## src/rtl/i2c_byte_engine.sv

```systemverilog
// Byte-level I2C master bit engine: START/STOP/TX/RX phases built from four
// quarter-bit steps, open-drain SCL/SDA enables, completion pulses for the sequencer.
module i2c_byte_engine #(
  parameter int unsigned CLK_DIV = 125
) (
  input  logic       clk,
  input  logic       reset,
  input  logic       start,
  input  logic       stop,
  input  logic       send,
  input  logic [7:0] datasend,
  input  logic       receive,
  input  logic       nack_in,
  output logic       sended,
  output logic       received,
  output logic [7:0] datareceive,
  output logic       ack_err,
  output logic       busy,
  output logic       scl_oe,
  output logic       sda_oe,
  input  logic       sda_in
);

  localparam int unsigned CNT_W = (CLK_DIV > 1) ? $clog2(CLK_DIV) : 1;

  typedef enum logic [2:0] {S_IDLE, S_START, S_STOP, S_TX, S_RX, S_DONE} state_e;

  state_e           state_q, state_d;
  logic [CNT_W-1:0] cnt_q, cnt_d;
  logic [1:0]       qtr_q, qtr_d;
  logic [3:0]       bit_q, bit_d;
  logic [7:0]       data_q, data_d;
  logic             nack_q, nack_d;
  logic             ack_smp_q, ack_smp_d;
  logic             bus_held_q, bus_held_d;
  logic             busy_q, busy_d;
  logic             sended_q, sended_d;
  logic             received_q, received_d;
  logic [7:0]       datareceive_q, datareceive_d;
  logic             ack_err_q, ack_err_d;
  logic             scl_oe_q, scl_oe_d;
  logic             sda_oe_q, sda_oe_d;

  logic             active;
  logic             tick;
  logic [3:0]       last_bit;
  logic [3:0]       scl_pat;
  logic [3:0]       sda_pat;
  logic [2:0]       tx_idx;

  // Sequencing: quarter counter, phase progress, sampling and completion
  always_comb begin
    state_d       = state_q;
    cnt_d         = '0;
    qtr_d         = qtr_q;
    bit_d         = bit_q;
    data_d        = data_q;
    nack_d        = nack_q;
    ack_smp_d     = ack_smp_q;
    bus_held_d    = bus_held_q;
    sended_d      = 1'b0;
    received_d    = 1'b0;
    datareceive_d = datareceive_q;
    ack_err_d     = ack_err_q;

    active   = (state_q == S_START) || (state_q == S_STOP) ||
               (state_q == S_TX)    || (state_q == S_RX);
    tick     = active && (cnt_q == CNT_W'(CLK_DIV - 1));
    last_bit = ((state_q == S_TX) || (state_q == S_RX)) ? 4'd8 : 4'd0;

    if (active && !tick) begin
      cnt_d = cnt_q + CNT_W'(1);
    end

    case (state_q)
      S_IDLE: begin
        qtr_d = 2'd0;
        bit_d = 4'd0;
        if (start) begin
          state_d = S_START;
        end else if (stop) begin
          state_d = S_STOP;
        end else if (send) begin
          state_d = S_TX;
          data_d  = datasend;
        end else if (receive) begin
          state_d = S_RX;
          nack_d  = nack_in;
        end
      end
      S_START, S_STOP, S_TX, S_RX: begin
        if (tick) begin
          qtr_d = qtr_q + 2'd1;
          if (qtr_q == 2'd2) begin
            if ((state_q == S_TX) && (bit_q == 4'd8)) begin
              ack_smp_d = sda_in;
            end
            if ((state_q == S_RX) && (bit_q < 4'd8)) begin
              data_d = {data_q[6:0], sda_in};
            end
          end
          if (qtr_q == 2'd3) begin
            if (bit_q == last_bit) begin
              state_d = S_DONE;
              case (state_q)
                S_START: bus_held_d = 1'b1;
                S_STOP:  bus_held_d = 1'b0;
                S_TX: begin
                  sended_d  = 1'b1;
                  ack_err_d = ack_smp_q;
                end
                default: begin
                  received_d    = 1'b1;
                  datareceive_d = data_q;
                end
              endcase
            end else begin
              bit_d = bit_q + 4'd1;
            end
          end
        end
      end
      default: begin
        state_d = S_IDLE;
        qtr_d   = 2'd0;
        bit_d   = 4'd0;
      end
    endcase

    busy_d = (state_d != S_IDLE);
  end

  // Line drive for the quarter being entered; patterns indexed {Q3,Q2,Q1,Q0}
  always_comb begin
    scl_pat  = 4'b0000;
    sda_pat  = 4'b0000;
    tx_idx   = 3'(4'd7 - bit_d);
    scl_oe_d = scl_oe_q;
    sda_oe_d = sda_oe_q;
    case (state_d)
      S_START: begin
        scl_pat = bus_held_q ? 4'b1001 : 4'b1000;
        sda_pat = bus_held_q ? 4'b1100 : 4'b1110;
      end
      S_STOP: begin
        scl_pat = 4'b0001;
        sda_pat = 4'b0011;
      end
      S_TX: begin
        scl_pat = 4'b1001;
        sda_pat = (bit_d < 4'd8) ? {4{~data_d[tx_idx]}} : 4'b0000;
      end
      S_RX: begin
        scl_pat = 4'b1001;
        sda_pat = (bit_d < 4'd8) ? 4'b0000 : {4{~nack_d}};
      end
      default: ;
    endcase
    if ((state_d != S_IDLE) && (state_d != S_DONE)) begin
      scl_oe_d = scl_pat[qtr_d];
      sda_oe_d = sda_pat[qtr_d];
    end
  end

  always_ff @(posedge clk) begin
    if (reset) begin
      state_q       <= S_IDLE;
      cnt_q         <= '0;
      qtr_q         <= 2'd0;
      bit_q         <= 4'd0;
      data_q        <= 8'h00;
      nack_q        <= 1'b0;
      ack_smp_q     <= 1'b0;
      bus_held_q    <= 1'b0;
      busy_q        <= 1'b0;
      sended_q      <= 1'b0;
      received_q    <= 1'b0;
      datareceive_q <= 8'h00;
      ack_err_q     <= 1'b0;
      scl_oe_q      <= 1'b0;
      sda_oe_q      <= 1'b0;
    end else begin
      state_q       <= state_d;
      cnt_q         <= cnt_d;
      qtr_q         <= qtr_d;
      bit_q         <= bit_d;
      data_q        <= data_d;
      nack_q        <= nack_d;
      ack_smp_q     <= ack_smp_d;
      bus_held_q    <= bus_held_d;
      busy_q        <= busy_d;
      sended_q      <= sended_d;
      received_q    <= received_d;
      datareceive_q <= datareceive_d;
      ack_err_q     <= ack_err_d;
      scl_oe_q      <= scl_oe_d;
      sda_oe_q      <= sda_oe_d;
    end
  end

  assign sended      = sended_q;
  assign received    = received_q;
  assign datareceive = datareceive_q;
  assign ack_err     = ack_err_q;
  assign busy        = busy_q;
  assign scl_oe      = scl_oe_q;
  assign sda_oe      = sda_oe_q;

endmodule

```

## config.mk

```make
export PLATFORM = sky130hd
export DESIGN_NAME = i2c_byte_engine
export DESIGN_NICKNAME = d
export VERILOG_FILES = /design/src/rtl/i2c_byte_engine.sv
export SDC_FILE = /design/constraint.sdc
export NUM_CORES = 1
export LEC_CHECK = 0
export BUFFER_PORTS_ARGS = -buffer_cell sky130_fd_sc_hd__buf_2
export CORE_ASPECT_RATIO = 0.75
export CORE_MARGIN = 5
export CORE_UTILIZATION = 41
export CTS_BUF_LIST = sky130_fd_sc_hd__clkbuf_16
export CTS_CLUSTER_DIAMETER = 80
export DETAILED_ROUTE_END_ITERATION = 12
export PLACE_DENSITY = 0.67
export SLEW_MARGIN = 20
export SYNTH_ARGS = -nofsm -noshare
export SYNTH_HDL_FRONTEND = slang
export SYNTH_SLANG_ARGS = --single-unit
```

## constraint.sdc

```tcl
create_clock -name clk -period 5 [get_ports clk]
set_clock_uncertainty 0.2 [all_clocks]
set_input_delay 0.75 -clock clk [delete_from_list [all_inputs] [get_ports clk]]
set_output_delay 0.75 -clock clk [all_outputs]
set_load 0.01 [all_outputs]
```

==> metrics.txt <==
maximum capacitance violations 0; RSZ-0062 raised after global routing false; peak supply drop 0.000144 V; crit path DAT 2.90 ns; critical path class flip-flop to flip-flop; Total GRT Usage 0.164; met1 Resource Use GR 0.239; fmax 345 MHz; Worst Path Buf+Inv 0; Sw Share 0.241; largest net degree at the start of global routing 38; hpwl dp 4110 um; CTS Buf Count 5; Die Wd 96.3 um; crit-path leading delay family simple AND/OR/NAND/NOR gates; Vias per Instance 5.37; post_cts resized 0; # port buffers 29; register share of total power 0.438; synthesized flop and latch total 41; startpoint types flip-flop; drt initial violations 122; Final Hold Fails 0; Cell Area, Synth 0.00229 mm2; Max Root-Sink Buffers 2; commonest non-fill, non-tap cell in the layout dfxtp_1; most frequent cells in the layout dfxtp_1 (41), nor2_1 (36), nand2_1 (30); Final ANT Viol Nets 0; first drt pass iteration count 4; Slew headroom 0.471; Post-CTS Repair Setup Buffers 0; LEAKAGE 1.03 nW; crit-path cells or3b_1 > nand3_4 > a2111oi_2 > o211ai_4 > or4_1 > o31ai_1; Residual DRC 0; synthesis-to-finish area growth 14.0%; met2 usage 0.234; # IOs 30; standard-cell row count 23; post-route cell area 0.00261 mm2; Cell variety after synth 58; GRT busiest layer met1; GR met3 Demand/Resource 0.0440; P_sw 0.000192 W; die area 0.00719 mm2; vias in the first global route 1826; placed instance area 0.00245 mm2; cells after synthesis 272; dpl cells 363; syn_area_per_cell 8.41 um2; chip height 74.7 um; Synth Flop Type dfxtp_1; gp weighted congestion 0.977; clk_lat worst skew 0.28 ns; final setup TNS 0 ns; Clk pwr share 0.450; min-delay worst type flip-flop to flip-flop; area occupied by multi-input gates 0.00135 mm2; Cell Pwr Density 305 mW/mm2; Slowest cell on crit path dfxtp_1; clock-pin slew on the worst setup and hold paths 0.06 ns; initial antenna violation count 0; Critical Path RT 4.99 ns; Synth async-reset ratio 0; wire length per cell 14.6 um; Tightest Pin Transition 0.789 ns; Combinational Power Share 0.111; Synth Warn # 0; CTS Hold Bufs 0; GRT overflow 0; status finished clean; routed via count 1994; Sequential cell area 821 um2; Max FO, Critical Path 13; Sink Count 41; core footprint 0.00538 mm2; Final setup viols 0; htree depth 2; Total Wirelength 5430 um; Non-Filler Instances 371; # diodes 0; Max Slew Vio Count 0; Critical Path Max Stage Delay 0.64 ns; Cell Int Power 0.000603 W; min cycle time layout 2.90 ns; EDFF count, synth 0; internal reg-to-reg setup slack 2.10 ns; Final nets 317; share of cells above drive strength 1 0.182; Initial Util 0.425; sequential-to-total area share from yosys stat 0.359; fill count 543; first-pass GRT wire length 9020 um; Syn Nets 294; Root Driver clkbuf_16; CTS tree built; crit share post-route 0.580; CP endpoint kind flip-flop
[synthesized netlist by cell type (3+ instances only)]
| master | n | area share |
|---|---|---|
| a211oi_1 | 3 | 0.0098 |
| a21oi_1 | 24 | 0.052 |
| a22o_1 | 8 | 0.031 |
| and3_1 | 3 | 0.0082 |
| buf_6 | 3 | 0.015 |
| clkbuf_1 | 6 | 0.0098 |
| dfxtp_1 | 41 | 0.36 |
| ha_1 | 6 | 0.033 |
| inv_1 | 10 | 0.016 |
| mux2i_1 | 6 | 0.026 |
| nand2_1 | 30 | 0.049 |
| nand3_1 | 18 | 0.039 |
| nor2_1 | 36 | 0.059 |
| nor2b_1 | 5 | 0.014 |
| nor3_1 | 5 | 0.011 |
| nor4_1 | 4 | 0.011 |
| o21ai_0 | 4 | 0.0087 |
| o31ai_1 | 3 | 0.0098 |
| or3_1 | 3 | 0.0082 |
| xor2_1 | 3 | 0.011 |
[layout make-up]
type / instances / share of cell area
tap: 75 / 0.0360
sequential: 41 / 0.315
multi-input combinational: 208 / 0.517
clock buffer: 5 / 0.0480
inverter: 10 / 0.0144
timing repair buffer: 29 / 0.0556
clock inverter: 3 / 0.0144
[routing by layer]
metal / routed length (um) / share of wire
met2: 2330 / 0.43
met3: 371 / 0.068
met4: 35 / 0.0065
met1: 2690 / 0.50
met5: 0 / 0
[cell families (layout without fill, tap and decap cells)]
| logic type | count (synthesis) | in the layout | share of synthesized area |
|---|---|---|---|
| AOI/OAI and AO/OA | 59 | 59 | 0.194 |
| and+or+nand+nor | 129 | 129 | 0.301 |
| buffers and inverters | 23 | 47 | 0.0519 |
| adders and majority gates | 6 | 6 | 0.0328 |
| muxes | 9 | 9 | 0.0426 |
| xor gates and xnor gates | 5 | 5 | 0.0191 |
| DFF | 41 | 41 | 0.359 |
[per-stage QoR]
stage | util | power, W | hold WS [ns] | setup slack (ns)
after floorplan | - | 0.000423 | 0.230 | 2.51
after CTS | 0.485 | 0.000803 | 0.248 | 2.11
after global placement | 0.455 | 0.000443 | 0.235 | 2.16
final | 0.485 | 0.000795 | 0.246 | 2.10
after global routing | 0.485 | 0.000834 | 0.265 | 1.87
after detailed placement | 0.455 | 0.000443 | 0.240 | 2.12
[state kept, by name, summed over array words and instances (netlist names), 2 cells and up]
name and flops:
bit_q 4, data_q 8, qtr_q 2, datareceive 8
state_q 3, cnt_q 7
[worst reg2reg max path: stages (launching register included)]
cell       delay (ns)
dfxtp_1          0.64
or3b_1           0.38
nand3_4          0.14
a2111oi_2        0.57
o211ai_4         0.18
or4_1            0.49
o31ai_1          0.23
[path summary, 6_finish.rpt]
kind | endpoint | startpoint | depth (start not counted)
min | datareceive[3] | datareceive[3] | 2
max reg2reg | sda_oe | state_q[0] | 6
max | sda_oe | state_q[0] | 6
min reg2reg | datareceive[3] | datareceive[3] | 2
[power by group through the flow]
stage / logic, W / registers [W] / clock network, W
global placement: 0.0000873 / 0.000355 / 0
floorplan: 0.0000719 / 0.000351 / 0
global route: 0.0000988 / 0.000350 / 0.000385
detailed placement: 0.0000873 / 0.000355 / 0
finish: 0.0000884 / 0.000348 / 0.000358
CTS: 0.0000875 / 0.000348 / 0.000367
No activity file was read; power rests on OpenSTA's default activity.
